==> src/rtl/uart_pkg.sv <==
// Shared constants and types for the 16x-oversampled UART receive/transmit paths.
package uart_pkg;

  typedef enum logic [2:0] {
    IDLE  = 3'd0,
    START = 3'd1,
    DATA  = 3'd2,
    STOP  = 3'd3,
    BREAK = 3'd4
  } uart_state_t;

  localparam int OVERSAMPLE = 16;
  localparam int MID_SAMPLE = 7;

  localparam int SYS_CLK_HZ = 50_000_000;
  localparam int BAUD       = 9600;
  // Rounded divide: 50 MHz / 153600 = 325.5 -> 326
  localparam int DEF_CLK_DIV = (SYS_CLK_HZ + (BAUD * OVERSAMPLE) / 2) / (BAUD * OVERSAMPLE);

endpackage

==> src/rtl/uart_os_tick.sv <==
// Free-running oversample tick: one-cycle pulse every CLK_DIV system clocks.
module uart_os_tick #(
  parameter int CLK_DIV = 326
) (
  input  logic clk,
  input  logic reset,
  output logic tick
);

  localparam int CW = (CLK_DIV > 1) ? $clog2(CLK_DIV) : 1;
  localparam logic [CW-1:0] LAST = CW'(CLK_DIV - 1);

  logic [CW-1:0] tick_cnt;

  always_ff @(posedge clk) begin
    if (reset)                tick_cnt <= '0;
    else if (tick_cnt == LAST) tick_cnt <= '0;
    else                      tick_cnt <= tick_cnt + 1'b1;
  end

  assign tick = (tick_cnt == LAST);

endmodule

==> src/rtl/uart_rx.sv <==
// 8N1 UART receiver with 16x oversampling, one-entry valid/ready output register,
// framing-error and overrun pulses.
module uart_rx
  import uart_pkg::*;
#(
  parameter int CLK_DIV   = DEF_CLK_DIV,
  parameter int DATA_BITS = 8
) (
  input  logic                 clk,
  input  logic                 reset,
  input  logic                 rx,
  output logic [DATA_BITS-1:0] data,
  output logic                 data_valid,
  input  logic                 data_ready,
  output logic                 frame_err,
  output logic                 overrun,
  output logic                 busy
);

  logic rx_m, rx_s;
  logic tick;
  uart_state_t state, state_nxt;
  logic [3:0] os_cnt;
  logic [2:0] bit_cnt;
  logic [DATA_BITS-1:0] shreg;

  logic os_mid, os_last, bit_last;
  logic os_clr, os_inc, bit_clr, bit_inc, shift_en, byte_done, stop_bad;
  logic accept;

  // Idle-high reset value keeps the line from looking like a start bit
  always_ff @(posedge clk) begin
    if (reset) begin
      rx_m <= 1'b1;
      rx_s <= 1'b1;
    end else begin
      rx_m <= rx;
      rx_s <= rx_m;
    end
  end

  uart_os_tick #(.CLK_DIV(CLK_DIV)) u_os_tick (
    .clk   (clk),
    .reset (reset),
    .tick  (tick)
  );

  assign os_mid   = (os_cnt == 4'(MID_SAMPLE));
  assign os_last  = (os_cnt == 4'(OVERSAMPLE - 1));
  assign bit_last = (bit_cnt == 3'(DATA_BITS - 1));

  always_ff @(posedge clk) begin
    if (reset) state <= IDLE;
    else       state <= state_nxt;
  end

  always_comb begin
    state_nxt = state;
    if (tick) begin
      unique case (state)
        IDLE:    if (!rx_s) state_nxt = START;
        START:   if (os_mid) state_nxt = rx_s ? IDLE : DATA;
        DATA:    if (os_last && bit_last) state_nxt = STOP;
        STOP:    if (os_last) state_nxt = rx_s ? IDLE : BREAK;
        BREAK:   if (rx_s) state_nxt = IDLE;
        default: state_nxt = IDLE;
      endcase
    end
  end

  always_comb begin
    os_clr    = 1'b0;
    os_inc    = 1'b0;
    bit_clr   = 1'b0;
    bit_inc   = 1'b0;
    shift_en  = 1'b0;
    byte_done = 1'b0;
    stop_bad  = 1'b0;
    busy      = (state != IDLE);
    if (tick) begin
      unique case (state)
        IDLE:  os_clr = !rx_s;
        START: begin
          os_inc  = !os_mid;
          os_clr  = os_mid;
          bit_clr = os_mid;
        end
        DATA: begin
          os_inc   = !os_last;
          os_clr   = os_last;
          shift_en = os_last;
          bit_inc  = os_last && !bit_last;
        end
        STOP: begin
          os_inc    = !os_last;
          os_clr    = os_last;
          byte_done = os_last && rx_s;
          stop_bad  = os_last && !rx_s;
        end
        default: ;
      endcase
    end
  end

  assign accept = data_valid && data_ready;

  always_ff @(posedge clk) begin
    if (reset) begin
      os_cnt     <= '0;
      bit_cnt    <= '0;
      shreg      <= '0;
      data       <= '0;
      data_valid <= 1'b0;
      frame_err  <= 1'b0;
      overrun    <= 1'b0;
    end else begin
      frame_err <= stop_bad;
      overrun   <= 1'b0;
      if (os_clr)      os_cnt <= '0;
      else if (os_inc) os_cnt <= os_cnt + 1'b1;
      if (bit_clr)      bit_cnt <= '0;
      else if (bit_inc) bit_cnt <= bit_cnt + 1'b1;
      if (shift_en) shreg <= {rx_s, shreg[DATA_BITS-1:1]};
      // A same-cycle accept frees the register, so the new byte loads instead of overrunning
      if (byte_done) begin
        if (!data_valid || accept) begin
          data       <= shreg;
          data_valid <= 1'b1;
        end else begin
          overrun <= 1'b1;
        end
      end else if (accept) begin
        data_valid <= 1'b0;
      end
    end
  end

endmodule

==> config.mk <==
export PLATFORM = sky130hd
export DESIGN_NAME = uart_rx
export DESIGN_NICKNAME = d
export VERILOG_FILES = /design/src/rtl/uart_pkg.sv /design/src/rtl/uart_os_tick.sv /design/src/rtl/uart_rx.sv
export SDC_FILE = /design/constraint.sdc
export NUM_CORES = 1
export LEC_CHECK = 0
export BUFFER_PORTS_ARGS = -buffer_cell sky130_fd_sc_hd__buf_2
export CORE_ASPECT_RATIO = 0.8
export CORE_MARGIN = 8
export CORE_UTILIZATION = 25
export DETAILED_ROUTE_END_ITERATION = 8
export GPL_TIMING_DRIVEN = 0
export SYNTH_ARGS = -nofsm -noshare
export SYNTH_HDL_FRONTEND = slang
export SYNTH_HIERARCHICAL = 1
export SYNTH_SLANG_ARGS = --single-unit
==> constraint.sdc <==
create_clock -name clk -period 3.11 [get_ports clk]
set_clock_uncertainty 0.1 [all_clocks]
set_input_delay 0.1555 -clock clk [delete_from_list [all_inputs] [get_ports clk]]
set_output_delay 0.1555 -clock clk [all_outputs]
set_load 0.01 [all_outputs]
==> results.toml, run 1 <==
[outcome]
status = "finished clean"

[hold_path]
hp-class = "in -> reg"

[worst_setup_path]
slowest_delay_ns = 0.51
crit_path_max_fanout = 8
worst_setup_path_start_kind = "flop"
crit_path_frequent_cell = "nor2_1"
path_class = "reg -> reg"
worstPathRequired_ns = 3.18
cp_slowest_cell = "nor2_1"
path_cells = "ha_1 > nand4bb_1 > nor2_1 > nand4_4 > nor4b_2 > buf_6 > mux2i_1 > nor2_1"
critPathArrivalTime_ns = 2.56
worst_setup_path_end_kind = "flop"

[cts]
cts_buffers = 5
cts_root_buf = "clkbuf_8"
cts_max_level = 2
clkSinkCount = 40
cts_tree = "yes"
clk_path_buf_depth = 2
clock_latency_ns = 0.29
cts.reportedPaths.clkPinSlew_ns = 0.08

[grt]
grt_usage_pct = 7.03
grt_busiest_layer = "met2"
grt_pass1_vias = 1287
grt_max_degree = 15
overflow = 0
grt_pass1_wl_um = 5950
grt_use_met2_pct = 10.2
grt.met1_usage_pct = 8.93
antenna_found_initial = 0
grt_use_met3_pct = 2.34

[die]
start_util_pct = 25.2
rows = 28
die_w_um = 112
pin_count = 16
die_area_mm2 = 0.0103
coreArea_mm2 = 0.00725
die_y_um = 92.5

[route]
antenna_left = 0
num_vias = 1324
routed_via_density = 4.43
wire_per_inst_um = 11.2
initialDrtViolationCount = 68
dr.pass1.iters = 4
drt-total-wl_um = 3350
drc_errors = 0

[power]
p_leak_nw = 0.743
p_per_area_mw_per_mm2 = 456
peakVddDrop_mv = 0.155

[logic_synthesis]
synth_edf_count = 0
ys_ff_latch = 40
netlist_area_mm2 = 0.00183
seq_area_frac_synth_pct = 43.7
synth.net_count = 194
netlist_instances = 185
avgSynthCellArea_um2 = 9.89
ys_types = 47
async_flop_share_pct = 0
yosysWarnings = 6
yosys_most_used_dff = "dfxtp_1"

[layout]
nNetsFinal = 217
diodes = 0
fin_cells = 299
postLayoutCellArea_mm2 = 0.00214
area_delta_synth_final_pct = 17.1
drive_gt1_share_pct = 19.6

[sta]
max_freq_mhz = 401
worstMarginPinSlew_ns = 0.604
timing.final.crit_share_pct = 80.2
fin_tns_setup_ns = 0
whs_ns = 0.0451
post-route-min-period_ns = 2.49
relSlewSlack_pct = 59.6
hold_violations = 0
rsz0062_at_grt = "false"
drv_slew = 0
finalSetupViolations = 0

[place]
io_buffers = 15
hpwl_um = 2460
dpl_cell_area_mm2 = 0.00202
dp_cells = 290
gp_congestion = 0.751

[flow_run]
cap_violations = 0
==> metal layers <==
layer	share of wire, %	up-vias
li1	-	702
met1	53	594
met2	40	24
met3	4.9	4
met4	1.9	0
met5	0	-
==> through the flow <==
| step | util, % | setup slack (ns) | power, mW |
|---|---|---|---|
| floorplan | - | 0.906 | 0.548 |
| global placement | 27.8 | 0.626 | 0.558 |
| detailed placement | 27.8 | 0.618 | 0.557 |
| CTS | 29.6 | 0.598 | 0.998 |
| global route | 29.6 | 0.438 | 1.02 |
| finish | 29.6 | 0.616 | 0.978 |
==> cell usage after synthesis (all sizes together) (4+ instances only) <==
library cell / instances / share of area [%]
dfxtp: 40 / 44
nor2: 28 / 5.7
mux2i: 20 / 11
nand3: 7 / 1.9
a21oi: 6 / 1.6
buf: 6 / 2.5
inv: 6 / 1.2
nor3: 6 / 2.3
or3: 6 / 2.1
ha: 5 / 3.4
nand2: 5 / 1.0
nand2b: 5 / 2.1
nand4: 4 / 2.2
o21ai: 4 / 1.1
xor2: 4 / 1.9
==> worst max-delay path: cells and delay by family (launching register included) <==
family,cells,cell delay (ns)
DFF,1,0.42
and+or+nand+nor,5,1.26
buffers and inverters,1,0.20
muxes,1,0.20
adders and majority gates,1,0.18
==> flip-flops by register name, summed over array words and instances, names as in the netlist <==
name	flops
u_os_tick/tick_cnt	9
data	8
shreg	8
os_cnt	4
bit_cnt	3
state	3
data_valid	1
frame_err	1
overrun	1
rx_m	1
rx_s	1
==> cells by family (layout without fill, tap and decap cells) <==
group | after synthesis | count (layout) | share of synthesized area [%]
xor+xnor | 7 | 7 | 3.35
compound gates | 23 | 23 | 9.64
buf+inv | 14 | 38 | 4.17
mux | 21 | 21 | 11.6
flops | 40 | 40 | 43.7
fa+ha+maj | 5 | 5 | 3.42
simple gates | 75 | 75 | 24.1
==> area by class of cell <==
type | count | area, µm²
Timing Repair Buffer | 16 | 85.1
Buffer | 8 | 53.8
Fill cell | 730 | 5110
Inverter | 6 | 22.5
Multi-Input combinational cell | 131 | 953
Sequential cell | 40 | 801
Clock inverter | 3 | 46.3
Clock buffer | 5 | 68.8
Tap cell | 90 | 113
==> where the power goes <==
group	internal, mW	switching (mW)	leakage, nW
logic	0.00934	0.0147	0.365
registers	0.516	0.00570	0.323
clock network	0.242	0.190	0.0548
total	0.767	0.211	0.743
==> repair_timing <==
action	CTS	global route
resized for setup	0	0
setup buffers	0	0
hold buffers	1	0
hold endpoints to repair	1	0
==> path summary, 6_finish.rpt <==
check / end / slack [ns] / startpoint / cells past startpoint
worst max-delay path: data[0]$_SDFFE_PP0P_ / 0.62 / u_os_tick/tick_cnt[0]$_SDFF_PP0_ / 8
worst max register to register: data[0]$_SDFFE_PP0P_ / 0.62 / u_os_tick/tick_cnt[0]$_SDFF_PP0_ / 8
worst min-delay path: state[2]$_SDFFE_PP0P_ / 0.05 / reset / 2
worst min register to register: rx_s$_SDFF_PP1_ / 0.31 / rx_m$_SDFF_PP1_ / 1
==> cells in the final DEF (no fill, tap or decap), types with 5 or more instances in the layout <==
cell and n:
nor3_1 5, buf_2 16, clkbuf_8 5, nand3_1 7, ha_1 5, nor2_1 28, nand2_1 5, or3_1 6
dfxtp_1 40, a21oi_1 6, inv_1 6, mux2i_1 20
Note: power is estimated with default switching activity, not from simulation.
==> run 2: changes to the inputs <==
- clock period: 3.11 -> 2 ns (I/O delays scaled with it)
==> run 2 against run 1 <==
Against the previous run:
- critical path depth up 1
- global-route usage up 0.42 points
- routed wire length up 14%
- register-to-register slack worse by 0.55 ns
- die area unchanged
- sequential share of layout area down 2.4 points
- critical endpoint is now os_cnt[3]$_SDFFE_PP0P_
- combinational power up 120%
- final cell count up 3.0%
- worst hold slack worse by 0.011 ns
- via count up 7.7%
- flip-flop and latch count unchanged
==> results.toml, run 2 (synthesis results as in run 1) <==
[power]
p_per_area_mw_per_mm2 = 673
clockPowerShare_pct = 44.5
seqPwrFrac_pct = 52.0
power_frac_comb_pct = 3.4
power_switching_mw = 0.325
p_leak_nw = 0.813
sw_frac_of_total_pct = 20.9
p_int_mw = 1.23
peakVddDrop_mv = 0.261

[sta]
worstMarginPinSlew_ns = 0.495
post-route-min-period_ns = 1.93
drv_slew = 0
max_freq_mhz = 517
relSlewSlack_pct = 67.0
rsz0062_at_grt = "true"
hold_violations = 0
timing.final.crit_share_pct = 96.7
fin_tns_setup_ns = 0
whs_ns = 0.0338
finalSetupViolations = 0

[grt]
grt_usage_pct = 7.45
grt_pass1_wl_um = 6330
grt_max_degree = 14
overflow = 0
antenna_found_initial = 0
grt_pass1_vias = 1350

[die]
die_area_mm2 = 0.0103
start_util_pct = 25.2
die_y_um = 92.5
pin_count = 16
coreArea_mm2 = 0.00725
die_w_um = 112
rows = 28

[route]
dr.pass1.iters = 4
wire_per_inst_um = 12.4
drt-total-wl_um = 3810
initialDrtViolationCount = 56
antenna_left = 0
drc_errors = 0
routed_via_density = 4.63
num_vias = 1426

[worst_setup_path]
worstPathRequired_ns = 2.06
worst_setup_path_start_kind = "flop"
path_class = "reg -> reg"
critPathArrivalTime_ns = 2.00
crit_path_max_fanout = 5
worst_setup_path_end_kind = "flop"

[layout]
final.fill_count = 715
area.sequential_um2 = 811
drive_gt1_share_pct = 28.9
final_common_cell = "dfxtp_1"
multi_input_comb_area_mm2 = 0.00103
area_delta_synth_final_pct = 26.6
layout_common_cells = "dfxtp_1 (34), nor2_1 (27), mux2i_1 (20)"
nNetsFinal = 226
diodes = 0
largest_reg_flops = 9
regMostFlops = "u_os_tick/tick_cnt"
postLayoutCellArea_mm2 = 0.00232
largest_registers = "u_os_tick/tick_cnt: 9 flops, data: 8 flops, shreg: 8 flops"
fin_cells = 308

[place]
io_buffers = 15
hpwl_um = 2530
dp_cells = 290
dpl_cell_area_mm2 = 0.00203
gp_congestion = 0.795

[cts]
clkSinkCount = 40
clk_path_buf_depth = 2
clock_latency_ns = 0.29
cts_buffers = 5
cts_root_buf = "clkbuf_8"
cts_tree = "yes"
cts_max_level = 2
cts.reportedPaths.clkPinSlew_ns = 0.08

[outcome]
status = "finished clean"

[flow_run]
cap_violations = 0

[hold_path]
hp-class = "in -> reg"
run 2: changes by cell type in the layout (fill, tap and decap cells not counted), sizes merged:
| cell | previous run | this run |
|---|---|---|
| buf | 21 | 29 |
| clkbuf | 7 | 8 |
| clkinv | 0 | 1 |
| clkinvlp | 1 | 0 |
| dlygate4sd3 | 1 | 2 |
| inv | 7 | 6 |
run 2: worst max-delay path, stage by stage (launching register included):
cell,delay [ns]
dfxtp_2,0.33
inv_2,0.06
ha_4,0.13
nand4bb_4,0.12
nor2_4,0.17
buf_4,0.16
nand2b_4,0.08
o32ai_4,0.34
mux2i_1,0.25
nor4_2,0.06
run 2: layer usage:
layer / track usage [%] / routed length, µm
met2: 11.6 / 1670
met4: 3.97 / 91
met5: 0 / 0
met3: 2.08 / 193
met1: 9.22 / 1860
run 2: final cells by class:
type / count / share of cell area, %
multi-input combinational: 131 / 44.4
sequential: 40 / 35.0
timing repair buffer: 25 / 7.24
tap: 90 / 4.86
clock buffer: 6 / 3.56
buffer: 8 / 2.32
clock inverter: 2 / 1.67
inverter: 6 / 0.972
run 2: worst paths after layout:
path / startpoint / end / slack (ns) / cells past startpoint
setup / recovery: u_os_tick/tick_cnt[1]$_SDFF_PP0_ / os_cnt[3]$_SDFFE_PP0P_ / 0.07 / 9
hold reg to reg: rx_m$_SDFF_PP1_ / rx_s$_SDFF_PP1_ / 0.31 / 1
setup reg to reg: u_os_tick/tick_cnt[1]$_SDFF_PP0_ / os_cnt[3]$_SDFFE_PP0P_ / 0.07 / 9
hold / removal: data_ready / overrun$_SDFF_PP0_ / 0.03 / 3
run 2: power groups by stage:
stage               Clock [mW]  Combinational (mW)  Sequential, mW
global route             0.749              0.0580           0.812
floorplan                    0              0.0246           0.828
global placement             0              0.0362           0.830
CTS                      0.719              0.0525           0.810
detailed placement           0              0.0363           0.830
finish                   0.695              0.0536           0.811
run 2: timing repair:
item | CTS | global route
pin swaps | 4 | 4
gates resized for setup | 10 | 6
setup buffers | 7 | 1
hold buffers | 2 | 0
hold endpoints to repair | 2 | 0
endpoints found under the setup margin | 23 | 16
run 2: stage by stage:
stage / power (mW) / setup WS (ns) / util, %
2_1_floorplan: 0.853 / 0.0185 / -
3_3_place_gp: 0.866 / -0.208 / 27.9
3_5_place_dp: 0.866 / -0.236 / 27.9
4_1_cts: 1.58 / 0.0114 / 31.6
5_1_grt: 1.62 / -0.0545 / 32.0
6_report: 1.56 / 0.0660 / 32.0
==> run 3: changes to the inputs <==
- REMOVE_ABC_BUFFERS: default -> 1
==> run 3 against run 2 <==
Against the previous run:
- total power about the same
- global-route usage decreased by 0.25 points
- critical path depth unchanged
- clock power increased by 0.6%
- routed wire length decreased by 3.5%
- final cell count decreased by 2.6%
- critical path type unchanged
==> results.toml, run 3 (synthesis results as in run 1) <==
[outcome]
status = "finished clean"

[power]
sw_frac_of_total_pct = 21.0
p_per_area_mw_per_mm2 = 687
peakVddDrop_mv = 0.375
power_frac_comb_pct = 3.2
p_int_mw = 1.23
power_switching_mw = 0.327
seqPwrFrac_pct = 52.0
p_leak_nw = 0.779
clockPowerShare_pct = 44.8

[place]
place_ws_ns = -1.13
dp_cells = 282
io_buffers = 15
gp_congestion = 0.790
hpwl_um = 2320

[grt]
grt_pass1_vias = 1298
antenna_found_initial = 0
grt_max_degree = 33
overflow = 0
grt_usage_pct = 7.20
grt_pass1_wl_um = 6180

[route]
dr.pass1.iters = 4
drc_errors = 0
drt-total-wl_um = 3670
initialDrtViolationCount = 24
routed_via_density = 4.56
num_vias = 1368
antenna_left = 0
wire_per_inst_um = 12.2

[worst_setup_path]
critPathArrivalTime_ns = 2.02
worstPathRequired_ns = 2.06
crit_buf_inv = 2
path_class = "reg -> reg"
worst_setup_path_start_kind = "flop"
crit_path_max_fanout = 5
cp_slowest_cell = "o32ai_4"
critPathTopFamily = "simple AND/OR/NAND/NOR gates"
worst_setup_path_end_kind = "flop"
path_cells = "inv_2 > ha_4 > nand4bb_4 > nor2_4 > buf_4 > nand2b_4 > o32ai_4 > mux2i_1 > nor4_2"
slowest_delay_ns = 0.35

[sta]
max_freq_mhz = 509
timing.final.crit_share_pct = 98.2
rsz0062_at_grt = "true"
hold_violations = 0
finalSetupViolations = 0
relSlewSlack_pct = 60.3
worstMarginPinSlew_ns = 0.595
drv_slew = 0
post-route-min-period_ns = 1.96
fin_tns_setup_ns = 0
setup_ws_ns = 0.0355

[layout]
diodes = 0
regMostFlops = "u_os_tick/tick_cnt"
largest_reg_flops = 9
layout_common_cells = "dfxtp_1 (37), nor2_1 (27), mux2i_1 (20)"
nNetsFinal = 218
final_common_cell = "dfxtp_1"
final_util_pct = 31.3
fin_cells = 300
drive_gt1_share_pct = 26.7
area_delta_synth_final_pct = 24.0
largest_registers = "u_os_tick/tick_cnt: 9 flops, data: 8 flops, shreg: 8 flops"

[die]
start_util_pct = 25.2
coreArea_mm2 = 0.00725
rows = 28
pin_count = 16
die_area_mm2 = 0.0103
die_w_um = 112
die_y_um = 92.5

[cts]
cts_max_level = 2
cts_root_buf = "clkbuf_8"
cts_tree = "yes"
clk_path_buf_depth = 2
cts.reportedPaths.clkPinSlew_ns = 0.08
clkSinkCount = 40
clock_latency_ns = 0.29
cts_buffers = 5

[hold_path]
hp-class = "in -> reg"

[flow_run]
cap_violations = 0
==> run 3: cell count changes in the layout (fill, tap and decap cells not counted) <==
cell           change
buf_1              -1
buf_12             +1
buf_2              -1
buf_4              -2
buf_6              -2
clkbuf_1           -2
dfxtp_1            +3
dfxtp_2            -3
dlygate4sd3_1      -1
==> run 3: worst register-to-register path, cell delays in order, from the launching register on <==
cell and delay, ns:
dfxtp_2 0.33, inv_2 0.06, ha_4 0.13, nand4bb_4 0.12, nor2_4 0.19, buf_4 0.15, nand2b_4 0.08, o32ai_4 0.35
mux2i_1 0.27, nor4_2 0.06
==> run 3: area by class of cell <==
class                      count  area, µm²
clock inverter                 2       38.8
multi-input combinational    131       1030
clock buffer                   6       82.6
sequential                    40        807
fill                         738       4980
inverter                       6       22.5
timing repair buffer          25        178
tap                           90        113
==> run 3: power groups by stage <==
stage / Combinational [mW] / Clock, mW / Sequential, mW
finish: 0.0501 / 0.699 / 0.810
global route: 0.0557 / 0.757 / 0.812
CTS: 0.0478 / 0.732 / 0.810
detailed placement: 0.0329 / 0 / 0.830
global placement: 0.0328 / 0 / 0.830
floorplan: 0.0177 / 0 / 0.828
==> run 3: path summary, 6_finish.rpt <==
path / start / to / slack, ns / cells past startpoint
worst min-delay path: data_ready / overrun$_SDFF_PP0_ / 0.02 / 3
worst min register to register: rx_m$_SDFF_PP1_ / rx_s$_SDFF_PP1_ / 0.32 / 1
worst max register to register: u_os_tick/tick_cnt[1]$_SDFF_PP0_ / os_cnt[3]$_SDFFE_PP0P_ / 0.04 / 9
worst max-delay path: u_os_tick/tick_cnt[1]$_SDFF_PP0_ / os_cnt[3]$_SDFFE_PP0P_ / 0.04 / 9
==> run 3: per-stage QoR <==
stage / area [µm²] / hold slack, ns / power (mW)
after CTS: 2240 / 0.00111 / 1.59
after global routing: 2270 / 0.0398 / 1.62
final: 2270 / 0.0180 / 1.56
after detailed placement: 1960 / 0.193 / 0.863
after floorplan: 1780 / 0.0691 / 0.846
after global placement: 1960 / 0.192 / 0.863
==> run 3: what timing repair did <==
action / in CTS / in global routing
hold endpoints to repair: 1 / 0
setup endpoints to repair: 29 / 21
resized for setup: 12 / 3
pin swaps: 3 / 3
buffers inserted: 7 / 2
cloned: 0 / 0
hold buffers: 1 / 0
==> run 3: metal layers <==
layer  vias to the layer above  global-route usage [%]  part of all wire (%)
met5                         -                       0                     0
met4                         0                    2.38                  0.98
met3                         7                    2.67                   4.5
met2                        22                    11.4                    44
met1                       636                    8.87                    51
li1                        703                       -                     -
